File: src/rtl/hazard_control_unit.sv
// Hazard control for the F/D/E pipeline: stall enables, flushes, E-stage forwarding,
// memory-timeout error FSM and saturating stall/flush performance counters.
module hazard_control_unit #(
  parameter int REGISTER_ADDRESS_WIDTH = 5,
  parameter int TIMEOUT                = 16,
  parameter int CNT_WIDTH              = 32
) (
  input  logic                              clk,
  input  logic                              rst,
  input  logic [REGISTER_ADDRESS_WIDTH-1:0] Rs1D,
  input  logic [REGISTER_ADDRESS_WIDTH-1:0] Rs2D,
  input  logic [REGISTER_ADDRESS_WIDTH-1:0] Rs1E,
  input  logic [REGISTER_ADDRESS_WIDTH-1:0] Rs2E,
  input  logic [REGISTER_ADDRESS_WIDTH-1:0] RdE,
  input  logic [REGISTER_ADDRESS_WIDTH-1:0] RdM,
  input  logic [REGISTER_ADDRESS_WIDTH-1:0] RdW,
  input  logic [1:0]                        ResultSrcE,
  input  logic                              RegWriteM,
  input  logic                              RegWriteW,
  input  logic [1:0]                        PCSrcE,
  input  logic                              MemAccessM,
  input  logic                              MemReadyM,
  output logic                              en_fetch,
  output logic                              en_decode,
  output logic                              en_execute,
  output logic                              en_memory,
  output logic                              CLR_decode,
  output logic                              CLR_execute,
  output logic [1:0]                        ForwardAE,
  output logic [1:0]                        ForwardBE,
  output logic                              MemErr,
  output logic [CNT_WIDTH-1:0]              StallCount,
  output logic [CNT_WIDTH-1:0]              FlushCount
);

  localparam int WCW = $clog2(TIMEOUT) + 1;
  localparam logic [WCW-1:0]       WAIT_LAST = WCW'(TIMEOUT - 1);
  localparam logic [CNT_WIDTH-1:0] CNT_MAX   = '1;

  localparam logic [1:0] ST_RUN   = 2'd0;
  localparam logic [1:0] ST_WAIT  = 2'd1;
  localparam logic [1:0] ST_ERROR = 2'd2;

  logic [1:0]           state_q, state_d;
  logic [WCW-1:0]       wait_cnt_q, wait_cnt_d;
  logic                 mem_err_q, mem_err_d;
  logic [CNT_WIDTH-1:0] stall_count_q, stall_count_d;
  logic [CNT_WIDTH-1:0] flush_count_q, flush_count_d;

  logic       lw_stall, redirect, mem_stall;
  logic [3:0] en_core;
  logic [1:0] clr_core;
  logic       flush_cycle, stall_cycle;

  // Register x0 is hardwired zero, so it never needs forwarding.
  function automatic logic [1:0] fwd_sel(input logic [REGISTER_ADDRESS_WIDTH-1:0] rs);
    if (RegWriteM && RdM != '0 && RdM == rs)      fwd_sel = 2'b10;
    else if (RegWriteW && RdW != '0 && RdW == rs) fwd_sel = 2'b01;
    else                                          fwd_sel = 2'b00;
  endfunction

  assign lw_stall  = (ResultSrcE == 2'b01) && (RdE != '0) && ((RdE == Rs1D) || (RdE == Rs2D));
  assign redirect  = (PCSrcE != 2'b00);
  assign mem_stall = ((state_q == ST_RUN) && MemAccessM && !MemReadyM) ||
                     ((state_q == ST_WAIT) && !MemReadyM);

  always_comb begin
    en_core     = 4'b1111;
    clr_core    = 2'b00;
    flush_cycle = 1'b0;
    if (state_q == ST_ERROR || mem_stall) begin
      en_core = 4'b0000;
    end else if (redirect) begin
      clr_core    = 2'b11;
      flush_cycle = 1'b1;
    end else if (lw_stall) begin
      en_core  = 4'b0011;
      clr_core = 2'b01;
    end
  end

  assign stall_cycle = (state_q != ST_ERROR) && !en_core[3];

  // Reset forces the pipe registers to load their cleared values.
  assign {en_fetch, en_decode, en_execute, en_memory} = rst ? 4'b1111 : en_core;
  assign {CLR_decode, CLR_execute}                    = rst ? 2'b11   : clr_core;
  assign ForwardAE  = rst ? 2'b00 : fwd_sel(Rs1E);
  assign ForwardBE  = rst ? 2'b00 : fwd_sel(Rs2E);
  assign MemErr     = mem_err_q;
  assign StallCount = stall_count_q;
  assign FlushCount = flush_count_q;

  always_comb begin
    state_d       = state_q;
    wait_cnt_d    = wait_cnt_q;
    mem_err_d     = mem_err_q;
    stall_count_d = stall_count_q;
    flush_count_d = flush_count_q;

    if (stall_cycle && stall_count_q != CNT_MAX) stall_count_d = stall_count_q + CNT_WIDTH'(1);
    if (flush_cycle && flush_count_q != CNT_MAX) flush_count_d = flush_count_q + CNT_WIDTH'(1);

    case (state_q)
      ST_RUN: begin
        if (MemAccessM && !MemReadyM) begin
          state_d    = ST_WAIT;
          wait_cnt_d = WCW'(1);
        end
      end
      ST_WAIT: begin
        if (MemReadyM) begin
          state_d    = ST_RUN;
          wait_cnt_d = '0;
        end else if (wait_cnt_q == WAIT_LAST) begin
          state_d   = ST_ERROR;
          mem_err_d = 1'b1;
        end else begin
          wait_cnt_d = wait_cnt_q + WCW'(1);
        end
      end
      ST_ERROR: state_d = ST_ERROR;
      default:  state_d = ST_RUN;
    endcase
  end

  always_ff @(posedge clk) begin
    if (rst) begin
      state_q       <= ST_RUN;
      wait_cnt_q    <= '0;
      mem_err_q     <= 1'b0;
      stall_count_q <= '0;
      flush_count_q <= '0;
    end else begin
      state_q       <= state_d;
      wait_cnt_q    <= wait_cnt_d;
      mem_err_q     <= mem_err_d;
      stall_count_q <= stall_count_d;
      flush_count_q <= flush_count_d;
    end
  end

endmodule

File: config.mk
export PLATFORM = sky130hd
export DESIGN_NAME = hazard_control_unit
export DESIGN_NICKNAME = d
export VERILOG_FILES = /design/src/rtl/hazard_control_unit.sv
export SDC_FILE = /design/constraint.sdc
export NUM_CORES = 1
export LEC_CHECK = 0
export CORE_MARGIN = 4
export CORE_UTILIZATION = 45
export DETAILED_ROUTE_END_ITERATION = 16
export PLACE_DENSITY = 0.8
export SYNTH_ARGS = -nofsm -noshare
export SYNTH_HDL_FRONTEND = slang
export SYNTH_SLANG_ARGS = --single-unit
File: constraint.sdc
create_clock -name clk -period 2.6 [get_ports clk]
set_input_delay 0.39 -clock clk [delete_from_list [all_inputs] [get_ports clk]]
set_output_delay 0.39 -clock clk [all_outputs]
set_load 0.1 [all_outputs]
### After elaboration in Yosys (flattened, before gate mapping)

Index checks and enable logic that the tools add are counted.
Widths: inputs -> output; s select.

* register bits: 72
* input port bits: 45
* output and inout port bits: 75
* word-level logic and storage cells: 78

* $add $sub $neg: 3
* equality and inequality tests: 16
* muxes and demuxes: 24
* bitwise gates (word level): 1
* reduce and logical (&&, ||, !) cells: 29

Operators by type and width (count)
* $add 32x1->32 const B: 2
* $ne 32x32->1 const B: 2
* $eq 5x5->1: 6
* $mux 2: 10
* $mux 4: 4
* $logic_and 1x1->1: 15
* $mux 5: 3
* $reduce_bool 5->1: 3
* $pmux 5 s2: 1
* $pmux 2 s3: 1
* $reduce_and 3->1: 2
* $add 5x1->5 const B: 1
* $eq 5x4->1 const B: 1
* $mux 1: 5
* $eq 2x1->1 const B: 2
* $reduce_bool 2->1: 2
* $logic_or 1x1->1: 3
* $ne 3x2->1 const B: 1
* $ne 3x3->1 const B: 1
* $eq 2x2->1 const B: 1
* $logic_not 1->1: 2
* $logic_not 2->1: 1
* $ne 2x1->1 const B: 1
* $ne 2x2->1 const B: 1
* other kinds (2): 2

### Logic depth before layout (Yosys ltp)

Gate-level depths: netlist (run 1).

* depth after elaboration: 9
* depth in mapped cells: 9

### Worst setup path after synthesis (run 1)

Ideal clock, no wire load.

* path type: input -> output
* start: in RdM[1]
* end: out ForwardAE[0]
* arrival: 4.246 ns
* required time: 2.210 ns
* setup slack: -2.036 ns
* cell stages on the path: 4
* buffers on the path: 0
* cell sequence: or4_1 > o21ai_0 > nor3_1 > nor4_1

* longest elaborated chain between the ends: 5
* elaborated cells on any way between the ends: 6

Ends and longest elaborated chain
* from (decl): RTL line 15 `input logic [REGISTER_ADDRESS_WIDTH-1:0] RdM,`
* $reduce_bool 5->1: RTL line 57 `if (RegWriteM && RdM != '0 && RdM == rs) fwd_sel = 2'b10;`
* $logic_and 1x1->1: RTL line 57
* $logic_and 1x1->1 (*): RTL line 57
* $mux 2 (*): RTL line 57
* $mux 2 (*): RTL line 87 `assign ForwardAE = rst ? 2'b00 : fwd_sel(Rs1E);`
* to (decl): RTL line 29 `output logic [1:0] ForwardAE,`

Mark *: on every way between the ends. The rest lies on a longest branch, timed or not.

### Final worst setup path (run 1)

* start: in RdW[1]
* end: out ForwardBE[0]

* longest elaborated chain between the ends: 6
* elaborated cells on any way between the ends: 7

Ends and longest elaborated chain
* from (decl): RTL line 16 `input logic [REGISTER_ADDRESS_WIDTH-1:0] RdW,`
* $reduce_bool 5->1: RTL line 58 `else if (RegWriteW && RdW != '0 && RdW == rs) fwd_sel = 2'b01;`
* $logic_and 1x1->1: RTL line 58
* $logic_and 1x1->1 (*): RTL line 58
* $mux 1 (*): RTL line 58
* $mux 2 (*): RTL line 57
* $mux 2 (*): RTL line 88 `assign ForwardBE = rst ? 2'b00 : fwd_sel(Rs2E);`
* to (decl): RTL line 30 `output logic [1:0] ForwardBE,`

Marks and branches as above.

==> flow_summary.json, run 1 <==
{
  "via_per_inst": 5.59,
  "numPortBuffers": 119,
  "postCtsHoldBufs": 0,
  "synth_fp_nets": 534,
  "rows": 34,
  "wl_per_cell_um": 14.7,
  "grt_pass1_wl_um": 17700,
  "gp_congestion": 0.893,
  "mappedNetlistArea_um2": 4010,
  "worst_ep_arrival_time_ps": 2180,
  "rsz0062_at_grt": "yes",
  "fin_crit_ps": 2570,
  "startpoint_type": "input pin",
  "drt-initial-drc-count": 136,
  "outcome": "complete, no violations",
  "fmax_mhz": 389,
  "p_per_area_nw_per_um2": 429,
  "initial_utilization": 0.462,
  "antenna_found_initial": 0,
  "syn2layout_area_growth_pct": 41.6,
  "design.die.area_um2": 10500,
  "tightest_slew_ps": 831,
  "cts-root-buf": "clkbuf_8",
  "nets": 669,
  "end_kind": "primary output",
  "synth-edff-count": 0,
  "fp.dieH_um": 102,
  "route.vias.total": 4098,
  "setup_ws_ps": 32.4,
  "final.setup.tns_ps": 0,
  "top_layer_used": "met4",
  "synth_ff_type": "dfxtp_1",
  "ys_types": 53,
  "grt_pass1_vias": 3893,
  "fillers": 729,
  "peakVddDrop_mv": 0.277,
  "path_clk_slew_ps": 70,
  "maxSlewViolCount": 0,
  "drc_errors": 0,
  "slew_headroom": 0.446,
  "finalSetupViolCount": 0,
  "clock_insertion_delay_worst_skew_ps": 350,
  "clock_path_buffers": 2,
  "synth_seq_cells": 72,
  "synthArstFlopShare": 0,
  "drv_cap": 0,
  "ios": 120,
  "wl_met1_um": 4580,
  "post-place-ws_ps": -68.4,
  "grt_max_degree": 80,
  "cts_buffers": 9,
  "syn_inst": 485,
  "wirelength_um": 10800,
  "diodes": 0,
  "grt_use_total": 0.207,
  "first_pass_iters": 5,
  "total_leakage_power_uw": 0.00211,
  "post-dp-hpwl_um": 7990,
  "clock_skew_ps": 9.49,
  "min_path_type": "reg -> reg",
  "cts.sinks": 72,
  "drive_above_1_share": 0.258,
  "design.core.area_um2": 8680,
  "cts.htree.levels": 3,
  "synth-seq-area-share": 0.360,
  "route.met2.wl_um": 5190,
  "die_w_um": 102,
  "required_ps": 2210,
  "critical_path_class": "in -> out",
  "final_hold_viol_count": 0,
  "gr-total-overflow": 0,
  "min_period_over_period": 0.988,
  "yosysWarnings": 0,
  "met3_length_um": 868,
  "cp_max_fo": 2,
  "syn_area_per_cell_um2": 8.27,
  "ant_nets": 0,
  "cts_tree": "yes"
}
## worst paths after layout
kind | endpoint | slack, ps | depth (start not counted) | start
worst max-delay path | ForwardBE[0] | 30 | 6 | RdW[1]
worst min-delay path | MemErr | 460 | 2 | MemErr
worst max register to register | FlushCount[8] | 340 | 6 | FlushCount[22]
worst min register to register | MemErr | 460 | 2 | MemErr
## per-stage QoR
step / cells / util / cell area (µm²) / total power (µW) / hold slack (ps)
3_3_place_gp: 714 / 0.623 / 5410 / 1530 / 438
4_1_cts: 730 / 0.647 / 5620 / 2440 / 459
5_1_grt: 733 / 0.654 / 5680 / 2520 / 485
2_1_floorplan: 485 / - / 4090 / 1370 / 463
3_5_place_dp: 714 / 0.623 / 5410 / 1540 / 443
6_report: 733 / 0.654 / 5680 / 2440 / 455
## critical path, stage by stage
cell and delay (ps):
clkdlybuf4s50_1 420, buf_4 150, xor2_1 170, or4_4 500, nor4_4 330, buf_12 210
## power breakdown
part	total, µW	internal (µW)	switching [µW]
Sequential	1120	1110	12.1
Combinational	399	171	228
Clock	912	498	414
## synthesized netlist by cell type, types with 4 or more instances
master / n / share of area
nor2b_1: 7 / 0.011
o21ai_0: 22 / 0.027
nand2_1: 30 / 0.028
o21ai_1: 5 / 0.0062
nand2b_1: 5 / 0.0078
xnor2_1: 27 / 0.059
inv_1: 14 / 0.013
clkbuf_1: 9 / 0.0084
nand3_1: 25 / 0.031
or4_1: 19 / 0.036
nor3_1: 11 / 0.014
nor4_1: 5 / 0.0078
and3_1: 4 / 0.0062
o31ai_1: 14 / 0.026
buf_4: 6 / 0.011
xor2_1: 27 / 0.059
ha_1: 4 / 0.012
nor2_1: 44 / 0.041
or3_1: 22 / 0.034
dfxtp_1: 72 / 0.36
a21oi_1: 43 / 0.054
nand4_1: 26 / 0.041
## repair_timing
action	in CTS	in global routing
pin swaps	2	4
setup endpoints to repair	5	8
buffers inserted	0	3
gates resized for setup	2	11
## logic make-up (layout without fill, tap and decap cells)
family          after synthesis  after routing  synth area share
mux                           6              6            0.0159
flops                        72             72             0.360
buf+inv                      32            172            0.0365
fa+ha+maj                     4              4            0.0125
compound gates              102            102             0.160
simple gates                215            215             0.298
xor+xnor                     54             54             0.118
## layout by cell type (no fill, tap or decap), types with 3 or more instances in the layout
cell             instances
o21ai_0                 19
o31ai_1                 14
or4_4                    3
xor2_1                  27
or3_1                   22
dfxtp_1                 61
clkbuf_8                11
dlymetal6s2s_1           5
o21ai_2                  5
dfxtp_2                 11
buf_4                   87
mux2i_1                  3
mux2_2                   3
nand4_1                 26
xnor2_1                 27
or4_1                   16
nor2_1                  44
and3_1                   4
nor4_2                   3
inv_1                   14
nand3_1                 25
nor3_1                  11
ha_1                     4
nand2_1                 29
o21ai_1                  4
nor2b_1                  6
clkbuf_1                 3
buf_12                  11
nand2b_1                 5
clkdlybuf4s50_1         38
or2_2                    3
a21oi_1                 43
## flip-flops by register name, indices dropped and copies added (netlist names)
register,count
StallCount,32
state_q,2
FlushCount,32
MemErr,1
wait_cnt_q,5
## routing by layer
layer | vias up | global-route usage
met5 | - | 0
met3 | 18 | 0.0676
met1 | 1913 | 0.255
met2 | 113 | 0.349
li1 | 2054 | -
met4 | 0 | 0.0515
## cell type report
cell class,count,area [µm²],area share
multi-input cells,381,2510,0.443
flip-flops and latches,72,1460,0.256
repair buffers,142,1320,0.233
clock buffers,14,163,0.0286
well taps,108,135,0.0238
inverters,14,52.6,0.00926
clock inverters,2,37.5,0.00661
No activity file was read; power rests on OpenSTA's default activity.
==> run 2, diff against run 1 <==
--- a/constraint.sdc
+++ b/constraint.sdc
@@ -3,2 +3,2 @@
 set_output_delay 0.39 -clock clk [all_outputs]
-set_load 0.1 [all_outputs]
+set_load 0.01 [all_outputs]
==> run 2 against run 1 <==
  * Cell area grew 0.53%
  * Critical path type unchanged
  * Core utilization grew 0.35 points
  * Clock skew grew 1.4 ps
  * Sequential share of layout area shrank 0.38 points
  * Critical endpoint unchanged
==> flow_summary.json, run 2 (same netlist as run 1, synthesis figures left out) <==
{
  "outcome": "complete, no violations",
  "rows": 34,
  "wirelength_um": 10700,
  "fmax_mhz": 402,
  "route.vias.total": 4163,
  "power_frac_seq": 0.494,
  "diodes": 0,
  "ios": 120,
  "crit_family": "simple AND/OR/NAND/NOR gates",
  "top_layer_used": "met4",
  "fin_crit_ps": 2490,
  "final_area_um2": 5710,
  "initial_utilization": 0.462,
  "peakVddDrop_mv": 0.287,
  "crit_start": "RdM[1]",
  "crit_chain": "clkdlybuf4s50_1, or4_1, o21ai_2, nor3_1, nor4_1, clkbuf_2",
  "cts-resized-gates": 13,
  "max_stage_delay_ps": 560,
  "total_leakage_power_uw": 0.00192,
  "min_period_over_period": 0.958,
  "regArea_um2": 1440,
  "met3_length_um": 574,
  "cts.htree.levels": 3,
  "rsz0062_at_grt": "no",
  "gp_congestion": 0.786,
  "post-cts-setup-buffers": 0,
  "final_hold_viol_count": 0,
  "clock_skew_ps": 10.9,
  "fillers": 755,
  "grt_pass1_wl_um": 18100,
  "cts.sinks": 72,
  "drt-initial-drc-count": 280,
  "ant_nets": 0,
  "p_sw_frac": 0.276,
  "reg2reg_from": "state_q[0]",
  "finalSetupViolCount": 0,
  "required_ps": 2210,
  "numPortBuffers": 119,
  "cts_tree": "yes",
  "worst_ep_arrival_time_ps": 2100,
  "grt_max_degree": 59,
  "route.met2.wl_um": 5500,
  "grt_pass1_vias": 4055,
  "switchingPower_uw": 627,
  "design.core.area_um2": 8680,
  "end_kind": "primary output",
  "wl_met1_um": 4470,
  "design.die.area_um2": 10500,
  "hp-start": "MemErr",
  "cts_buffers": 9,
  "drc_errors": 0,
  "critical_path_class": "in -> out",
  "timing.hold.ws_ps": 455,
  "nets": 681,
  "fp.dieH_um": 102,
  "path_clk_slew_ps": 80,
  "drv_cap": 0,
  "most-common-layout-cells": "clkdlybuf4s50_1 (111), dfxtp_1 (72), nor2_1 (44), a21oi_1 (43), buf_4 (34)",
  "clock_insertion_delay_worst_skew_ps": 350,
  "placed_area_um2": 5510,
  "p_per_area_nw_per_um2": 398,
  "die_w_um": 102,
  "power.internal_uw": 1640,
  "cts-root-buf": "clkbuf_8",
  "min_path_type": "reg -> reg",
  "grt_use_total": 0.213,
  "syn2layout_area_growth_pct": 42.4,
  "multi_input_area_um2": 2450,
  "wl_per_cell_um": 14.4,
  "pwr-share-comb": 0.136,
  "layout_commonest_cell": "clkdlybuf4s50_1",
  "clock_path_buffers": 2,
  "maxSlewViolCount": 0,
  "startpoint_type": "input pin",
  "tightest_slew_ps": 617,
  "antenna_found_initial": 0,
  "worst-path-buf-inv": 2,
  "first_pass_iters": 5,
  "postCtsHoldBufs": 0,
  "slowest_stage": "or4_1",
  "pwr-share-clk": 0.370,
  "slew_headroom": 0.588,
  "drive_above_1_share": 0.129,
  "post-dp-hpwl_um": 8130,
  "cp_max_fo": 3,
  "gr-total-overflow": 0,
  "via_per_inst": 5.59
}
-- run 2: cell types whose count changed in the layout (fill, tap and decap cells not counted), sizes merged --
cell,previous run,this run
buf,99,36
bufinv,1,0
clkbuf,14,11
clkdlybuf4s50,38,111
clkinv,0,3
dlygate4sd2,0,5
dlymetal6s2s,5,0
inv,14,17
-- run 2: area by class of cell --
cell class,instances,area share
well taps,108,0.0237
inverters,14,0.00921
clock inverters,7,0.0110
clock buffers,9,0.0217
flip-flops and latches,72,0.253
repair buffers,154,0.253
multi-input cells,381,0.429
-- run 2: routing by layer --
| metal | global-route usage | vias to the layer above |
|---|---|---|
| li1 | - | 2080 |
| met4 | 0.0908 | 0 |
| met2 | 0.369 | 114 |
| met5 | 0 | - |
| met3 | 0.0423 | 20 |
| met1 | 0.255 | 1949 |
-- run 2: worst paths after layout --
path / end / slack [ps] / cells after the start
worst min register to register: MemErr / 450 / 2
worst max register to register: StallCount[23] / 330 / 7
worst max-delay path: ForwardBE[0] / 110 / 6
worst min-delay path: MemErr / 450 / 2
-- run 2: power groups by stage --
stage	Combinational (µW)	Sequential [µW]	Clock (µW)
floorplan	137	1150	0
global placement	299	1150	0
detailed placement	308	1150	0
CTS	308	1120	869
global route	339	1120	923
finish	309	1120	840
-- run 2: worst reg2reg max path, stage by stage, from the launching register on --
cell	delay [ps]
dfxtp_1	510
nand2b_1	310
o211ai_1	160
a21oi_1	230
o211ai_2	140
buf_12	190
or4_1	480
a21oi_1	180
-- run 2: stage by stage --
step                power [µW]  setup TNS [ps]   util  worst slack, ps  instances
global route              2380               0  0.658             28.0        745
global placement          1450           -1440  0.635             -393        729
detailed placement        1450           -2140  0.635             -443        729
floorplan                 1290               0      -              457        485
finish                    2270               0  0.658              110        745
CTS                       2300               0  0.657             6.49        745
==> run 3, diff against run 2 <==
Settings changed: CELL_PAD_IN_SITES_DETAIL_PLACEMENT from default to 2, CELL_PAD_IN_SITES_GLOBAL_PLACEMENT from default to 2, CORE_MARGIN 4 to default, CORE_UTILIZATION 45 to 27, PLACE_DENSITY 0.8 to 0.83.
==> run 3 against run 2 <==
  * Core utilization shrank 25 points
  * Flip-flop and latch count is the same
  * Wire length grew 31%
  * Critical path depth is the same
  * Via count grew 3.2%
  * Cell area grew 4.4%
  * Power grew 13%
  * Global-route usage shrank 2.3 points
  * Final cell count grew 11%
  * Critical endpoint unchanged
  * Sequential power is essentially flat
  * Clock-buffer cell count grew 4
  * Combinational power grew 7.8%
==> flow_summary.json, run 3 (same netlist as run 1, synthesis figures left out) <==
{
  "rrSetupSlack_ps": 290,
  "post-dp-hpwl_um": 10900,
  "min_to": "MemErr",
  "ant_nets": 0,
  "cts_buffers": 9,
  "power.internal_uw": 1950,
  "path_clk_slew_ps": 50,
  "nets": 690,
  "clock_skew_ps": 3.99,
  "critical_path_class": "in -> out",
  "required_ps": 2210,
  "fmax_mhz": 399,
  "reg2reg_from": "state_q[0]",
  "most-common-layout-cells": "clkdlybuf4s50_1 (107), dfxtp_1 (72), nor2_1 (44), a21oi_1 (43), buf_4 (43)",
  "pwr-share-comb": 0.129,
  "outcome": "complete, no violations",
  "grt_max_degree": 65,
  "drt-initial-drc-count": 132,
  "gr-total-overflow": 0,
  "pwr-share-clk": 0.433,
  "p_sw_frac": 0.241,
  "regArea_um2": 1440,
  "min_path_type": "reg -> reg",
  "startpoint_type": "input pin",
  "cts.sinks": 72,
  "first_pass_iters": 4,
  "maxSlewViolCount": 0,
  "route.vias.total": 4298,
  "cts_tree": "yes",
  "rsz0062_at_grt": "no",
  "holdPathStages": 2,
  "cp_max_fo": 2,
  "die_w_um": 124,
  "switchingPower_uw": 621,
  "wl_per_cell_um": 17.0,
  "rr_worst_depth": 7,
  "clock_path_buffers": 2,
  "wirelength_um": 14100,
  "syn2layout_area_growth_pct": 48.7,
  "cts.htree.levels": 3,
  "final.setup.tns_ps": 0,
  "numPortBuffers": 119,
  "rows": 44,
  "finalSetupViolCount": 0,
  "fp.dieH_um": 124,
  "design.die.area_um2": 15300,
  "post-cts-setup-buffers": 0,
  "ios": 120,
  "min_period_over_period": 0.964,
  "layout_commonest_cell": "clkdlybuf4s50_1",
  "via_per_inst": 5.19,
  "slew_headroom": 0.528,
  "clock_insertion_delay_worst_skew_ps": 340,
  "peakVddDrop_mv": 0.300,
  "p_per_area_nw_per_um2": 431,
  "grt_pass1_wl_um": 22600,
  "total_leakage_power_uw": 0.00202,
  "final_hold_viol_count": 0,
  "drc_errors": 0,
  "antenna_found_initial": 0,
  "fillers": 1649,
  "diodes": 0,
  "postCtsHoldBufs": 0,
  "fin_util": 0.410,
  "initial_utilization": 0.276,
  "design.core.area_um2": 14500,
  "final_cells": 828,
  "cts-root-buf": "clkbuf_16",
  "end_kind": "primary output",
  "rr_endpoint": "StallCount[10]",
  "grt_pass1_vias": 4597,
  "dp_cells": 814,
  "hp-start": "MemErr",
  "fin_crit_ps": 2510,
  "gp_congestion": 0.742,
  "multi_input_area_um2": 2470,
  "power_frac_seq": 0.437,
  "tightest_slew_ps": 707,
  "drive_above_1_share": 0.141,
  "grt_use_total": 0.190,
  "worst_ep_arrival_time_ps": 2120,
  "drv_cap": 0
}
## run 3: critical path: stages
cell	delay (ps)
clkdlybuf4s50_1	450
nor2b_1	150
o21ai_1	120
or4_4	550
nor4_2	280
buf_2	170
## run 3: power groups by stage
stage	clock network (µW)	logic [µW]	registers (µW)
6_report	1110	333	1120
5_1_grt	1200	363	1130
3_5_place_dp	0	334	1150
4_1_cts	1160	337	1120
2_1_floorplan	0	137	1150
3_3_place_gp	0	317	1150
## run 3: routing by layer
metal  vias to the layer above  GRT usage  part of all wire
li1                       2085          -                 -
met1                      2092      0.205              0.41
met2                        97      0.356              0.52
met3                        24     0.0408             0.043
met4                         0     0.0753             0.018
met5                         -          0                 0
## run 3: layout make-up
| class | instances | area share |
|---|---|---|
| clock inverters | 1 | 0.000840 |
| clock buffers | 13 | 0.0420 |
| well taps | 184 | 0.0386 |
| flip-flops and latches | 72 | 0.242 |
| inverters | 14 | 0.00882 |
| multi-input cells | 381 | 0.414 |
| repair buffers | 163 | 0.254 |
## run 3: metrics by stage
stage	setup slack [ps]	total power (µW)	instance area (µm²)	hold slack, ps
global placement	-353	1460	5670	461
detailed placement	-387	1480	5670	468
CTS	44.8	2620	5940	475
finish	94.5	2570	5960	473
global route	2.44	2690	5960	492
floorplan	457	1290	4010	463
## run 3: how the worst max path moves through the flow
stage,end,slack (ps),start
detailed placement,ForwardBE[0],-390,RdM[2]
global placement,ForwardAE[0],-350,RdM[1]
global route,en_execute,2,MemReadyM
CTS,ForwardBE[0],40,RegWriteW
floorplan,ForwardAE[0],460,RdM[1]
finish,ForwardBE[0],90,RegWriteW
## run 3: timing repair
item | in CTS | in global routing
endpoints found under the setup margin | 7 | 9
pin swaps | 2 | 1
cloned | 0 | 0
resized for setup | 24 | 6
